$ cat config.mk
export PLATFORM = sky130hd
export DESIGN_NAME = serial_adder
export DESIGN_NICKNAME = d
export VERILOG_FILES = /design/src/rtl/serial_adder.sv
export SDC_FILE = /design/constraint.sdc
export NUM_CORES = 1
export LEC_CHECK = 0
export ABC_AREA = 1
export CORE_UTILIZATION = 47
export CTS_BUF_LIST = sky130_fd_sc_hd__clkbuf_16
export DETAILED_ROUTE_END_ITERATION = 7
export PLACE_DENSITY = 0.75
export SLEW_MARGIN = 20
export SYNTH_ARGS = -nofsm -noshare
export SYNTH_HDL_FRONTEND = slang
export SYNTH_SLANG_ARGS = --single-unit
$ cat constraint.sdc
create_clock -name CLK -period 1.1 [get_ports CLK]
set_clock_uncertainty 0.1 [all_clocks]
set_input_delay 0.11 -clock CLK [delete_from_list [all_inputs] [get_ports CLK]]
set_output_delay 0.11 -clock CLK [all_outputs]
set_load 0.01 [all_outputs]
$ cat src/rtl/serial_adder.sv
// -----------------------------------------------------------------------------
// serial_adder
//
// Bit-serial adder: computes A + B + CIN one bit per clock, LSB first, with a
// single full-adder stage and a 1-bit carry register. A WIDTH-bit addition
// occupies WIDTH cycles in RUN, followed by one FIN cycle in which DONE is
// high and SUM/COUT present the freshly completed result.
//
// Parameters
//   WIDTH  operand and sum width in bits (2..32)
//
// Ports
//   CLK    in   1      clock, all state updates on the rising edge
//   RST    in   1      synchronous active-high reset
//   START  in   1      request an addition (accepted in IDLE or FIN)
//   A      in   WIDTH  operand A, sampled on the accepting edge
//   B      in   WIDTH  operand B, sampled on the accepting edge
//   CIN    in   1      carry-in, sampled on the accepting edge
//   SUM    out  WIDTH  registered (A+B+CIN) mod 2^WIDTH
//   COUT   out  1      registered carry-out of the last addition
//   BUSY   out  1      high while in RUN
//   DONE   out  1      one-cycle pulse (the FIN cycle) marking a new result
// -----------------------------------------------------------------------------
module serial_adder #(
    parameter int WIDTH = 8
) (
    input  logic             CLK,
    input  logic             RST,
    input  logic             START,
    input  logic [WIDTH-1:0] A,
    input  logic [WIDTH-1:0] B,
    input  logic             CIN,
    output logic [WIDTH-1:0] SUM,
    output logic             COUT,
    output logic             BUSY,
    output logic             DONE
);

    // Counter must be able to hold WIDTH (it increments past WIDTH-1 on the
    // final RUN edge and simply holds there until the next acceptance).
    localparam int CW = $clog2(WIDTH + 1);

    typedef enum logic [1:0] {
        IDLE = 2'd0,
        RUN  = 2'd1,
        FIN  = 2'd2
    } state_t;

    // Full-adder sum bit.
    function automatic logic fa_sum(input logic a, input logic b, input logic c);
        return a ^ b ^ c;
    endfunction

    // Full-adder carry (majority) bit.
    function automatic logic fa_carry(input logic a, input logic b, input logic c);
        return (a & b) | (a & c) | (b & c);
    endfunction

    state_t           state_r;
    state_t           state_s;

    logic [WIDTH-1:0] a_sh_r;
    logic [WIDTH-1:0] b_sh_r;
    logic [WIDTH-1:0] res_r;
    logic             carry_r;
    logic [CW-1:0]    cnt_r;

    logic [WIDTH-1:0] sum_r;
    logic             cout_r;
    logic             busy_r;
    logic             done_r;

    logic             busy_s;
    logic             done_s;
    logic             accept_s;
    logic             last_s;
    logic             bit_sum_s;
    logic             bit_carry_s;

    // One full-adder stage working on the current LSBs and the carry register.
    always_comb begin
        bit_sum_s   = fa_sum(a_sh_r[0], b_sh_r[0], carry_r);
        bit_carry_s = fa_carry(a_sh_r[0], b_sh_r[0], carry_r);
    end

    // START is honoured only when no addition is running; last_s marks the
    // WIDTH-th RUN edge (counter already holds WIDTH-1 before it).
    always_comb begin
        accept_s = START && ((state_r == IDLE) || (state_r == FIN));
        last_s   = (state_r == RUN) && (cnt_r == CW'(WIDTH - 1));
    end

    // FSM state register.
    always_ff @(posedge CLK) begin
        if (RST) begin
            state_r <= IDLE;
        end else begin
            state_r <= state_s;
        end
    end

    // FSM next-state logic. FIN can chain straight into RUN so that a held
    // START yields back-to-back additions every WIDTH+1 cycles.
    always_comb begin
        state_s = state_r;
        case (state_r)
            IDLE: begin
                if (accept_s) begin
                    state_s = RUN;
                end else begin
                    state_s = IDLE;
                end
            end
            RUN: begin
                if (last_s) begin
                    state_s = FIN;
                end else begin
                    state_s = RUN;
                end
            end
            FIN: begin
                if (accept_s) begin
                    state_s = RUN;
                end else begin
                    state_s = IDLE;
                end
            end
            default: begin
                state_s = IDLE;
            end
        endcase
    end

    // FSM output decode, taken from the next state so that the flopped
    // BUSY/DONE line up exactly with the RUN/FIN states.
    always_comb begin
        busy_s = 1'b0;
        done_s = 1'b0;
        case (state_s)
            IDLE: begin
                busy_s = 1'b0;
                done_s = 1'b0;
            end
            RUN: begin
                busy_s = 1'b1;
                done_s = 1'b0;
            end
            FIN: begin
                busy_s = 1'b0;
                done_s = 1'b1;
            end
            default: begin
                busy_s = 1'b0;
                done_s = 1'b0;
            end
        endcase
    end

    // Status flags as registered outputs.
    always_ff @(posedge CLK) begin
        if (RST) begin
            busy_r <= 1'b0;
            done_r <= 1'b0;
        end else begin
            busy_r <= busy_s;
            done_r <= done_s;
        end
    end

    // Serial datapath: operands shift right so bit 0 is always the bit being
    // added; result bits enter at the MSB so after WIDTH shifts the LSB of the
    // sum has arrived at bit 0.
    always_ff @(posedge CLK) begin
        if (RST) begin
            a_sh_r  <= '0;
            b_sh_r  <= '0;
            res_r   <= '0;
            carry_r <= 1'b0;
            cnt_r   <= '0;
        end else if (accept_s) begin
            a_sh_r  <= A;
            b_sh_r  <= B;
            res_r   <= '0;
            carry_r <= CIN;
            cnt_r   <= '0;
        end else if (state_r == RUN) begin
            a_sh_r  <= {1'b0, a_sh_r[WIDTH-1:1]};
            b_sh_r  <= {1'b0, b_sh_r[WIDTH-1:1]};
            res_r   <= {bit_sum_s, res_r[WIDTH-1:1]};
            carry_r <= bit_carry_s;
            cnt_r   <= cnt_r + CW'(1);
        end else begin
            a_sh_r  <= a_sh_r;
            b_sh_r  <= b_sh_r;
            res_r   <= res_r;
            carry_r <= carry_r;
            cnt_r   <= cnt_r;
        end
    end

    // Visible result: updated only on the FIN-entry edge, straight from the
    // adder stage so the final bit does not need to pass through res_r first.
    // An aborted operation therefore never reaches SUM.
    always_ff @(posedge CLK) begin
        if (RST) begin
            sum_r  <= '0;
            cout_r <= 1'b0;
        end else if (last_s) begin
            sum_r  <= {bit_sum_s, res_r[WIDTH-1:1]};
            cout_r <= bit_carry_s;
        end else begin
            sum_r  <= sum_r;
            cout_r <= cout_r;
        end
    end

    assign SUM  = sum_r;
    assign COUT = cout_r;
    assign BUSY = busy_r;
    assign DONE = done_r;

endmodule
==> summary.txt, run 1 <==
Critical path
  – Worst Path Required: ~1.2 ns
  – Crit. End Element: flop
  – CP Depth: 7
  – R2R Path Start: cnt_r[1]$_SDFFE_PP0P_
  – Worst Path Max Fanout: 6
  – R2R depth: 7
  – Worst Path Buf+Inv: 1
  – Reg2reg end: SUM[4]$_SDFFE_PP0P_
  – Slowest cell on the critical path: dfxtp_2
  – Flop2flop setup slack: -0.20 ns
  – Largest stage delay, worst path: between 0.3 and 0.4 ns
  – CP arrival: approximately 1.4 ns
  – Crit-path leading delay family: simple AND/OR/NAND/NOR gates
  – Startpoint types: flop
  – Crit-path most repeated cell: nand2_4
  – Crit path kind: flop to flop
  – CP cell instances: ha_4 -> nand2_4 -> nor2_4 -> nand2_4 -> buf_12 -> nand3_2 -> nand2_1

Placement
  – Area after DPL: 0.00240 mm^2
  – Placer Congestion: ~0.82
  – Number of port buffers: 30
  – Post-DP HPWL: about 2800 um

Global route
  – Grt total ovfl: 0
  – Grt met3 use: roughly 4.7%
  – Vias in the first global route: between 1500 and 2000
  – Grt met1 use: about 28%
  – GR peak layer: met2
  – GRT Total Usage: between 20% and 30%
  – Pin count of the biggest net entering global routing: 18
  – Met2 Use GR: between 40% and 50%
  – Initial antenna violation count: 0
  – First-pass GRT wire length: between 8000 and 9000 um

Clock network
  – Clk pin slew, worst setup/hold paths: ~0.06 ns
  – Clk_lat worst skew: 0.28 ns
  – # clock sinks: slightly above 40
  – Hold bufs inserted after CTS: 0
  – CTS tree: yes
  – Max clock buf depth: 2
  – H-Tree Depth: 2
  – Clk root buf: clkbuf_16
  – CTS Buf Count: 5

Floorplanning
  – Std-Cell Rows: 22
  – Die Footprint: between 0.004 and 0.005 mm^2
  – Die X: 65.3 um
  – Core area: between 0.003 and 0.004 mm^2
  – Initial Util: a little over 50%
  – Die height: 65.3 um
  – IO Count: 31

Flow run
  – Max Cap Violations: 0

STA
  – Least-Margin Pin Slew: about 0.37 ns
  – Part of the cycle the worst path needs: 118%
  – Final Hold Slack: about 0.32 ns
  – Rel. slew slack: 75.2%
  – RSZ-0062 raised after global routing: true
  – Final setup viols: 40
  – Final hold violation count: 0
  – Min cycle time layout: 1.30 ns
  – Max-slew violations: 0
  – Post-route setup TNS: -5.59 ns
  – Max Fclk: about 770 MHz
  – Final setup margin: -0.200 ns

Power and ir drop
  – Seq pwr share: between 40% and 50%
  – Internal power: 2960 uW
  – Leakage: ~0.0013 uW
  – Max rail drop VDD: ~0.0015 V
  – Clk network pwr share: between 40% and 50%
  – Sw Pwr: between 1000 and 1500 uW
  – Power, Total: ~4000 uW
  – Combinational share of power: between 15 and 20%
  – Switch share: a little over a quarter
  – Power Dens Cells: between 1000 and 1500 mW/mm^2

Logic synthesis
  – Asr flop ratio synth: 0%
  – Largest area contributor in the netlist: dfxtp_1
  – Synth unique cells: 25
  – Most common library cells after synthesis: nand2_1, dfxtp_1, nand3_1
  – Yosys Warn Count: 0
  – Post-synthesis sequential area ratio: 43.6%
  – Top-count cell post-synth: nand2_1
  – Ranking of synthesized cells by area: dfxtp_1, nand2_1, nand3_1, inv_1, a21oi_1
  – Flop and latch count out of synthesis: 41
  – Synth Area per Inst: roughly 7.5 um^2
  – Syn Inst Count: 250
  – Syn Std Cell Area: about 0.0019 mm^2
  – Post-Syn Nets: 272
  – Top-area cell type share of the netlist area: between 40 and 50%
  – EDFF count, synth: 0
  – Post-synth top flop: dfxtp_1

Route
  – Total number of vias: 1901
  – Vias per std cell: 5.25
  – DRC Markers: 0
  – Post-route ant nets: 0
  – DR pass1 iterations: 4
  – Drt wl/cell: about 17 um
  – Initial DRC count: 140
  – WL final: around 6000 um

Finish
  – Area growth from synthesis to layout: 61.8%
  – # diodes: 0
  – Fin area: between 0.003 and 0.004 mm^2
  – Fraction of layout cells with a size suffix above 1: a little over two fifths
  – Nets: roughly 340
  – Post-layout util: 81.5%

Min path
  – WHS Endpoint: a_sh_r[7]$_SDFFE_PP0P_
  – Hold path start: A[7]
  – Cells on Worst Hold Path: 3
  – Hold Crit Class: input port to flop

Outcome
  – Status: complete, but fails checks
  – Failing checks: setup timing
-- timing repair --
item	in CTS	in global routing
cloned	3	1
setup endpoints to repair	51	51
pin swaps	17	39
setup buffers	6	2
resized for setup	47	83
-- placed cells by master, fill, tap and decap left out, types with 6 or more instances in the layout --
cell type        netlist  final
a21oi_2                3     18
buf_4                  1     16
buf_6                  7     10
clkbuf_16              0      6
clkdlybuf4s50_1        0     18
dfxtp_1               41     34
dfxtp_2                0      6
inv_1                 26     26
nand2_1               75     52
nand2_2                1     14
nand2_4                3     12
nand3_1               28     11
nand3_2                1     16
nor2_1                15     12
nor2_4                 0      6
nor3_1                 7      7
-- kinds of logic (layout without fill, tap and decap cells) --
group / Yosys count / after routing / synth area share [%]
flops: 41 / 41 / 43.6
fa+ha+maj: 2 / 2 / 1.73
buf+inv: 42 / 104 / 12.1
simple gates: 137 / 139 / 34.4
xor+xnor: 1 / 1 / 0.465
compound gates: 27 / 27 / 7.77
-- worst register-to-register path, delay by kind of cell (launching register included) --
kind	cells	cell delay, ns
adders and majority gates	1	0.16
buffers and inverters	1	0.17
DFF	1	0.35
and+or+nand+nor	5	0.42
-- cell type report --
cell class | count | area [um^2]
fillers | 223 | 694
clock buffers | 5 | 125
clock inverters | 3 | 37.5
well taps | 48 | 60.1
flip-flops and latches | 41 | 832
repair buffers | 62 | 626
multi-input cells | 169 | 1190
inverters | 33 | 166
repair inverters | 1 | 7.51
-- worst max-delay path by stage --
stage                     startpoint                     to  slack, ns
2_1_floorplan  cnt_r[1]$_SDFFE_PP0P_      COUT$_SDFFE_PP0P_      -0.08
3_3_place_gp                   START  cnt_r[0]$_SDFFE_PP0P_      -0.39
3_5_place_dp                   START  cnt_r[1]$_SDFFE_PP0P_      -0.41
4_1_cts        cnt_r[0]$_SDFFE_PP0P_    SUM[7]$_SDFFE_PP0P_      -0.17
5_1_grt        cnt_r[1]$_SDFFE_PP0P_    SUM[3]$_SDFFE_PP0P_      -0.25
6_report       cnt_r[1]$_SDFFE_PP0P_    SUM[4]$_SDFFE_PP0P_      -0.20
-- state kept, by name (all words and copies together) (netlist names) --
signal   count
cnt_r        4
COUT         1
BUSY         1
a_sh_r       8
DONE         1
state_r      2
res_r        7
b_sh_r       8
SUM          8
carry_r      1
-- metal layers --
layer  vias to the layer above  share of wire [%]  wire length, um
met3                        15                5.6              336
li1                        906                  -                -
met4                         0                2.4              146
met5                         -                  0                0
met2                        76                 54             3270
met1                       904                 37             2250
-- stage by stage --
step | setup slack (ns) | std cells
after detailed placement | -0.408 | 342
final | -0.200 | 362
after global routing | -0.248 | 362
after floorplan | -0.0775 | 250
after CTS | -0.170 | 359
after global placement | -0.390 | 342
-- power groups by stage --
stage	sequential, uW	clock, uW	combinational, uW
after floorplan	1620	0	324
after global placement	1630	0	489
after detailed placement	1630	0	497
after CTS	1600	1630	590
after global routing	1620	1700	829
final	1620	1620	779
Power figures use the tool's default switching activity.
==> run 2, diff against run 1 <==
--- a/config.mk
+++ b/config.mk
@@ -8,8 +8,11 @@
 export ABC_AREA = 1
 export CORE_UTILIZATION = 47
 export CTS_BUF_LIST = sky130_fd_sc_hd__clkbuf_16
+export CTS_CLUSTER_SIZE = 28
 export DETAILED_ROUTE_END_ITERATION = 7
+export GPL_TIMING_DRIVEN = 1
 export PLACE_DENSITY = 0.75
+export SKIP_CTS_REPAIR_TIMING = 1
 export SLEW_MARGIN = 20
 export SYNTH_ARGS = -nofsm -noshare
 export SYNTH_HDL_FRONTEND = slang
==> run 2 against run 1 <==
Net effect: the run still ends with setup timing left; sequential share of layout area increased by 0.20 points; non-clock buffer count decreased by 5; worst hold slack got worse by 0.094 ns; routed wire length decreased by 11%; power decreased by 1.3%; register-to-register slack improved by 0.07 ns; via count decreased by 4.4%; sequential power about the same.
==> summary.txt, run 2 (same netlist as run 1, synthesis figures left out) <==
Min path
  – Cells on Worst Hold Path: 3
  – Hold Crit Class: input port to flop
  – Hold path start: RST
  – WHS Endpoint: BUSY$_SDFF_PP0_

Outcome
  – Failing checks: setup timing
  – Status: complete, but fails checks

Clock network
  – CTS Buf Count: 5
  – CTS tree: yes
  – Clk pin slew, worst setup/hold paths: around 0.06 ns
  – Clk root buf: clkbuf_16
  – # clock sinks: 41
  – Clk_lat worst skew: 0.28 ns
  – Max clock buf depth: 2
  – H-Tree Depth: 2

STA
  – Final setup margin: -0.128 ns
  – Rel. slew slack: slightly above 70%
  – Final hold violation count: 0
  – RSZ-0062 raised after global routing: true
  – Least-Margin Pin Slew: 0.407 ns
  – Final setup viols: 38
  – Min cycle time layout: around 1.2 ns
  – Part of the cycle the worst path needs: 112%
  – Max Fclk: 815 MHz
  – Max-slew violations: 0

Power and ir drop
  – Power, Total: between 3000 and 4000 uW
  – Max rail drop VDD: around 0.0014 V
  – Leakage: 0.00147 uW
  – Power Dens Cells: approximately 1300 mW/mm^2

Floorplanning
  – Die Footprint: between 0.004 and 0.005 mm^2
  – Core area: ~0.0037 mm^2
  – IO Count: 31
  – Std-Cell Rows: 22
  – Initial Util: roughly half
  – Die height: roughly 65 um
  – Die X: around 65 um

Critical path
  – R2R Path Start: carry_r$_SDFFE_PP0P_
  – Reg2reg end: res_r[7]$_SDFFE_PP0P_
  – Worst Path Required: between 1 and 1.5 ns
  – Largest stage delay, worst path: between 0.5 and 0.6 ns
  – Flop2flop setup slack: -0.13 ns
  – CP cell instances: fa_2 -> nand2_2 -> a21oi_2
  – Crit path kind: flop to flop
  – Worst Path Max Fanout: 2
  – R2R depth: 3
  – Startpoint types: flop
  – CP arrival: about 1.4 ns
  – Crit. End Element: flop
  – Slowest cell on the critical path: fa_2

Global route
  – First-pass GRT wire length: just under 7000 um
  – Initial antenna violation count: 0
  – GRT Total Usage: ~21%
  – Pin count of the biggest net entering global routing: 18
  – Vias in the first global route: approximately 1600
  – Grt total ovfl: 0

Finish
  – Commonest cells after routing, fill and taps aside: nand2_1, dfxtp_1, inv_1, nand3_2
  – Commonest non-fill, non-tap cell in the layout: nand2_1
  – Fin area: approximately 0.003 mm^2
  – Nets: ~330
  – # diodes: 0
  – Area growth from synthesis to layout: 60.4%
  – Filler cells: about 240
  – Final non-filler cell total: approximately 360
  – Fraction of layout cells with a size suffix above 1: between 40% and 50%

Route
  – Initial DRC count: 91
  – Post-route ant nets: 0
  – DRC Markers: 0
  – Drt wl/cell: roughly 15 um
  – WL final: around 5400 um
  – Total number of vias: 1817
  – DR pass1 iterations: 4
  – Vias per std cell: between 5 and 6

Flow run
  – Max Cap Violations: 0

Placement
  – Area after DPL: roughly 0.0024 mm^2
  – Number of port buffers: 30
  – Post-DP HPWL: approximately 2800 um
  – Placer Congestion: between 0.8 and 0.9
  – Placed cells: ~340
==> run 2: cell types whose count changed in the layout (fill, tap and decap cells not counted), moves of 5 or more <==
cell,previous run,this run
clkdlybuf4s15_1,5,0
clkbuf_2,5,0
dlymetal6s2s_1,0,13
buf_6,10,3
==> run 2: metrics by stage <==
| stage | utilization [%] | hold slack (ns) | setup TNS, ns | setup slack (ns) |
|---|---|---|---|---|
| after global placement | 64.1 | 0.354 | -11.08 | -0.390 |
| after floorplan | - | 0.0717 | -0.897 | -0.0775 |
| after global routing | 80.7 | 0.246 | -4.07 | -0.182 |
| final | 80.7 | 0.230 | -2.32 | -0.128 |
| after CTS | 68.5 | 0.285 | -7.13 | -0.271 |
| after detailed placement | 64.1 | 0.354 | -11.43 | -0.408 |
==> run 2: final cells by class <==
type                    count  area [um^2]  area share, %
clock buffers               5          125           4.14
inverters                  33          164           5.42
repair buffers             57          629           20.8
flip-flops and latches     41          831           27.5
multi-input cells         169         1180           38.9
clock inverters             3         37.5           1.24
well taps                  48         60.1           1.99
==> run 2: worst max path at each step <==
stage / from / end / slack, ns
floorplan: cnt_r[1]$_SDFFE_PP0P_ / COUT$_SDFFE_PP0P_ / -0.08
detailed placement: START / cnt_r[1]$_SDFFE_PP0P_ / -0.41
global placement: START / cnt_r[0]$_SDFFE_PP0P_ / -0.39
global route: cnt_r[0]$_SDFFE_PP0P_ / SUM[1]$_SDFFE_PP0P_ / -0.18
CTS: SUM[0]$_SDFFE_PP0P_ / SUM[0] / -0.27
finish: carry_r$_SDFFE_PP0P_ / res_r[7]$_SDFFE_PP0P_ / -0.13
==> run 2: layer usage <==
| layer | routed length, um | track usage (%) | share of wire, % |
|---|---|---|---|
| met1 | 2170 | 25.3 | 41 |
| met2 | 2840 | 37.5 | 53 |
| met3 | 205 | 4.17 | 3.8 |
| met4 | 136 | 8.97 | 2.5 |
| met5 | 0 | 0 | 0 |
==> run 2: power breakdown <==
group	switching, uW	internal [uW]
Sequential	54.3	1560
Combinational	398	332
Clock	567	1050
==> run 2: critical path, delay by kind of cell, from the launching register on <==
kind | cells | cell delay, ns
DFF | 1 | 0.33
adders and majority gates | 1 | 0.58
AOI/OAI and AO/OA | 1 | 0.09
and+or+nand+nor | 1 | 0.06
